## config.mk

```make
export PLATFORM = sky130hd
export DESIGN_NAME = condicionador_botoes
export DESIGN_NICKNAME = d
export VERILOG_FILES = /design/src/rtl/condicionador_botoes.sv
export SDC_FILE = /design/constraint.sdc
export NUM_CORES = 1
export LEC_CHECK = 0
export ABC_AREA = 1
export ABC_CLOCK_PERIOD_IN_PS = 9700
export CAP_MARGIN = 5
export CELL_PAD_IN_SITES_DETAIL_PLACEMENT = 1
export CELL_PAD_IN_SITES_GLOBAL_PLACEMENT = 1
export CORE_ASPECT_RATIO = 0.75
export CORE_MARGIN = 5
export CORE_UTILIZATION = 45
export DETAILED_ROUTE_END_ITERATION = 7
export GPL_TIMING_DRIVEN = 0
export PLACE_DENSITY_LB_ADDON = 0.1
export RECOVER_POWER = 25
export SYNTH_ARGS = -nofsm -noshare
export SYNTH_HDL_FRONTEND = slang
export SYNTH_SLANG_ARGS = --single-unit
```

## constraint.sdc

```tcl
create_clock -name clk -period 9.7 [get_ports clk]
set_clock_uncertainty 0.05 [all_clocks]
set_input_delay 2.91 -clock clk [delete_from_list [all_inputs] [get_ports clk]]
set_output_delay 2.91 -clock clk [all_outputs]
set_load 0.02 [all_outputs]
```

## src/rtl/condicionador_botoes.sv

```systemverilog
// Button conditioner for the LED-matrix puzzle: 2-FF sync, per-lane debounce,
// one-hot single-cycle press pulses and a saturating accepted-move counter.
module condicionador_botoes #(
    parameter int unsigned N_BOTOES        = 8,
    parameter int unsigned DEBOUNCE_CICLOS = 500000,
    parameter int unsigned CNT_W           = 20
) (
    input  logic                clk,
    input  logic                rst,
    input  logic [N_BOTOES-1:0] botoes_raw,
    input  logic                habilita,
    input  logic                limpa_jogadas,
    output logic [N_BOTOES-1:0] pulsos,
    output logic [N_BOTOES-1:0] pressionado,
    output logic                jogada,
    output logic [7:0]          num_jogadas
);

    localparam int unsigned      JOG_W   = 8;
    localparam logic [CNT_W-1:0] CNT_FIM = CNT_W'(DEBOUNCE_CICLOS - 1);
    localparam logic [JOG_W-1:0] JOG_MAX = '1;

    logic [N_BOTOES-1:0]            s1;
    logic [N_BOTOES-1:0]            s2;
    logic [N_BOTOES-1:0]            stable;
    logic [N_BOTOES-1:0]            stable_next;
    logic [N_BOTOES-1:0]            stable_q;
    logic [N_BOTOES-1:0][CNT_W-1:0] cnt;
    logic [N_BOTOES-1:0][CNT_W-1:0] cnt_next;
    logic [N_BOTOES-1:0]            rise;
    logic [N_BOTOES-1:0]            pulsos_next;

    // Two-flop synchronizer; only s2 feeds the debounce logic
    always_ff @(posedge clk or posedge rst) begin
        if (rst) begin
            s1 <= '0;
            s2 <= '0;
        end else begin
            s1 <= botoes_raw;
            s2 <= s1;
        end
    end

    // A lane changes level only after DEBOUNCE_CICLOS consecutive differing samples
    always_comb begin
        stable_next = stable;
        cnt_next    = '0;
        for (int i = 0; i < int'(N_BOTOES); i++) begin
            if (s2[i] != stable[i]) begin
                if (cnt[i] == CNT_FIM) begin
                    stable_next[i] = s2[i];
                end else begin
                    cnt_next[i] = cnt[i] + CNT_W'(1);
                end
            end
        end
    end

    always_ff @(posedge clk or posedge rst) begin
        if (rst) begin
            stable   <= '0;
            stable_q <= '0;
            cnt      <= '0;
        end else begin
            stable   <= stable_next;
            stable_q <= stable;
            cnt      <= cnt_next;
        end
    end

    assign pressionado = stable;

    // Lowest-index rising lane wins; concurrent rises on other lanes are dropped
    assign rise        = stable & ~stable_q;
    assign pulsos_next = habilita ? (rise & (~rise + N_BOTOES'(1))) : '0;

    always_ff @(posedge clk or posedge rst) begin
        if (rst) begin
            pulsos      <= '0;
            jogada      <= 1'b0;
            num_jogadas <= '0;
        end else begin
            pulsos <= pulsos_next;
            jogada <= |pulsos_next;
            if (limpa_jogadas) begin
                num_jogadas <= '0;
            end else if ((|pulsos_next) && (num_jogadas != JOG_MAX)) begin
                num_jogadas <= num_jogadas + JOG_W'(1);
            end
        end
    end

endmodule

```

==> reports/qor.yml <==
status: "finished, final reports clean"
final_net_count: 1300
min_period_over_period_pct: 48.3
totalPowerFinal_mw: 1.80
post-route-drc-count: 0
route.detailed.wl_per_inst_um: 15.4
post_route_cells_drive_above_1_share_pct: 6.19
synth.yosys.warnings: 0
grt_setup_unrepaired: "false"
groute.layer.met2.usage_pct: 30.6
p_clk_share_pct: 47.2
crit_buf_inv: 1
postRouteAntennaNets: 0
largest_net_degree_at_the_start_of_global_routing: 115
cts_hold_buf: 0
timing.max_slew.rel_slack_pct: 12.3
postCtsSetupRepairBufs: 0
end_kind: "primary output"
combinationalPowerShare_pct: 3.2
ys.flop_type: "dfrtp_1"
start_util_pct: 45.3
cts_inserted_buffers: 24
crit_cells: 1
via_count: 8120
via_per_inst: 5.10
gr_overflow_total: 0
slowest_delay_ns: 0.68
synth_area_um2: 10300
final_critical_path_setup_slack_ns: 5.02
floorplan.die.width_um: 185
timing.reg2reg.worst_path_depth: 7
gr-usage-met3_pct: 2.73
cap_viol_max_count: 0
cell_chosen_for_the_clock_root: "clkbuf_16"
final-instance-count-excl-fill: 1593
power.static_leakage_nw: 5.16
hold_viol_final: 0
place_worst_setup_slack_ns: 5.03
post_route_utilization_pct: 51.2
grt_antenna_before_repair: 0
power.share.switching_pct: 22.6
worst_hold_path_type: "register to register"
syn2layout_area_growth_pct: 13.1
timing.setup.critical_path_class: "register to primary output"
cp_data_arrival_time_ns: 1.72
timing.final.crit_period_ns: 4.68
cp_cell_sequence: "clkdlybuf4s50_1"
insertedDiodeCount: 0
whs_ns: 0.297
route.final.wire_length_um: 24600
ioPinCount: 37
yosys_register_bits: 209
cts-root-to-sink-buffers: 3
max-vdd-ir-drop_mv: 0.154
setup_total_negative_slack_ns: 0
cell_with_the_most_instances_after_synthesis: "nor2_1"
global_route.usage.met1_pct: 28.6
postPlaceCellArea_um2: 11100
cts_max_level: 1
yosys-top-cells-count: "215 x nor2_1, 209 x dfrtp_1, 197 x nand2_1"
place.detailed.hpwl_um: 17500
yosys-top-cells-area: "dfrtp_1 51%, nor2_1 7.8%, nand2_1 7.2%, inv_1 5.3%, xor2_1 5.0%"
ys_types: 43
clock_insertion_delay_worst_skew_ns: 0.52
detailedRoute.firstIterationViolations: 350
cts_tree: "yes"
tightest_slew_ns: 1.30
final_standard_cell_area_without_fillers_um2: 11700
dp.cells: 1553
async_sr_flop_fraction_pct: 100
core.rowCount: 48
postSynthCellCount: 1216
finalMaxSlewViolations: 0
p_sw_uw: 407
floorplan.die_area_um2: 26100
pwr_density_cell_nw_per_um2: 154
number_of_clock_sinks: 209
clock_transition_at_the_registers_of_the_reported_paths_ns: 0.06
synthesis.area_per_instance_um2: 8.50
port-buffer-count: 36
timing.critical_path.required_ns: 6.74
grt_first_pass_wirelength_um: 42000
synth_top_area_share_pct: 50.6
min_path_cells: 0
post_cts_resize_count: 0
report.final.setup_viol: 0
post-synth-top-area-cell: "dfrtp_1"
core_um2: 22800
synth_nets: 1237
number_of_global_route_vias_before_repair: 8428
sequential_to_total_area_share_from_yosys_stat_pct: 50.6
globalRouteTotalUtil_pct: 19.2
worst_path_fanout_max: 6
die_outline_height_um: 141
share_seq_of_total_power_pct: 49.6
gp_routability_congestion: 0.831
worst_path_dominant_cell_family: "buffers and inverters"
cp-start-kind: "register"
busiest_layer: "met2"
maxClockFrequency_ghz: 0.214
drt-pass1-iter-count: 4
critical-path-slowest-cell: "clkdlybuf4s50_1"
synth-edff-count: 0
internal-power_mw: 1.39
==> path summary, 6_finish.rpt <==
check	startpoint	to	slack, ns
setup / recovery	num_jogadas[0]$_DFFE_PP0P_	num_jogadas[0]	5.02
hold / removal	s1[5]$_DFF_PP0_	s2[5]$_DFF_PP0_	0.30
setup reg to reg	cnt[140]$_DFF_PP0_	cnt[157]$_DFF_PP0_	7.15
hold reg to reg	s1[5]$_DFF_PP0_	s2[5]$_DFF_PP0_	0.30
max in group asynchronous	rst	cnt[117]$_DFF_PP0_	5.72
min in group asynchronous	rst	cnt[33]$_DFF_PP0_	2.93
==> final cells by class <==
type	instances	area [µm²]
clock buffers	35	692
fillers	2716	11100
repair buffers	37	388
well taps	300	375
plain buffers	6	27.5
inverters	149	567
flip-flops and latches	209	5230
clock inverters	5	40.0
multi-input cells	852	4370
==> state kept, by name (all words and copies together), names as in the netlist <==
signal       flops
stable_q         8
pressionado      8
num_jogadas      8
pulsos           8
cnt            160
jogada           1
s1               8
s2               8
==> placed cells by master, fill, tap and decap left out, types with 2 or more instances in the layout <==
master | Yosys | layout
nor2_2 | 11 | 6
nor3_2 | 6 | 4
buf_2 | 4 | 3
inv_1 | 145 | 145
nand2_1 | 197 | 200
nand4_1 | 37 | 37
nor3_1 | 82 | 84
nand2_2 | 13 | 10
o21a_1 | 2 | 2
clkinv_2 | 0 | 3
o21bai_1 | 2 | 2
inv_2 | 3 | 2
xnor2_1 | 15 | 15
nor2_4 | 13 | 3
nor4_1 | 3 | 5
xor2_1 | 59 | 59
clkdlybuf4s50_1 | 0 | 36
a31oi_1 | 5 | 5
clkbuf_16 | 0 | 24
nand3b_1 | 6 | 7
and3_1 | 9 | 9
clkbuf_8 | 0 | 5
nand3_1 | 62 | 63
dfrtp_1 | 209 | 209
ha_1 | 9 | 9
nand4_2 | 2 | 2
a21oi_1 | 40 | 40
nor2_1 | 215 | 230
o21ai_1 | 8 | 8
or2_2 | 3 | 3
o21ai_0 | 16 | 17
nor3b_1 | 18 | 18
clkbuf_1 | 0 | 7
nand3_2 | 7 | 6
==> power groups by stage <==
stage / Clock (mW) / Sequential, mW / Combinational (mW)
2_1_floorplan: 0 / 0.905 / 0.0383
3_3_place_gp: 0 / 0.907 / 0.0571
3_5_place_dp: 0 / 0.907 / 0.0600
4_1_cts: 0.876 / 0.891 / 0.0605
5_1_grt: 0.919 / 0.892 / 0.0675
6_report: 0.849 / 0.891 / 0.0574
==> logic make-up (layout without fill, tap and decap cells) <==
logic type / count (synthesis) / after routing / synth area share, %
DFF: 209 / 209 / 50.6
AOI/OAI and AO/OA: 78 / 78 / 4.16
adders and majority gates: 9 / 9 / 1.09
and+or+nand+nor: 691 / 691 / 32.2
buffers and inverters: 155 / 232 / 5.69
xor gates and xnor gates: 74 / 74 / 6.27
==> metal layers <==
| metal | vias up | part of all wire [%] |
|---|---|---|
| met2 | 89 | 45 |
| met1 | 3949 | 51 |
| met5 | - | 0 |
| met3 | 26 | 3.0 |
| met4 | 0 | 1.3 |
| li1 | 4056 | - |
No activity file was read; power rests on OpenSTA's default activity.
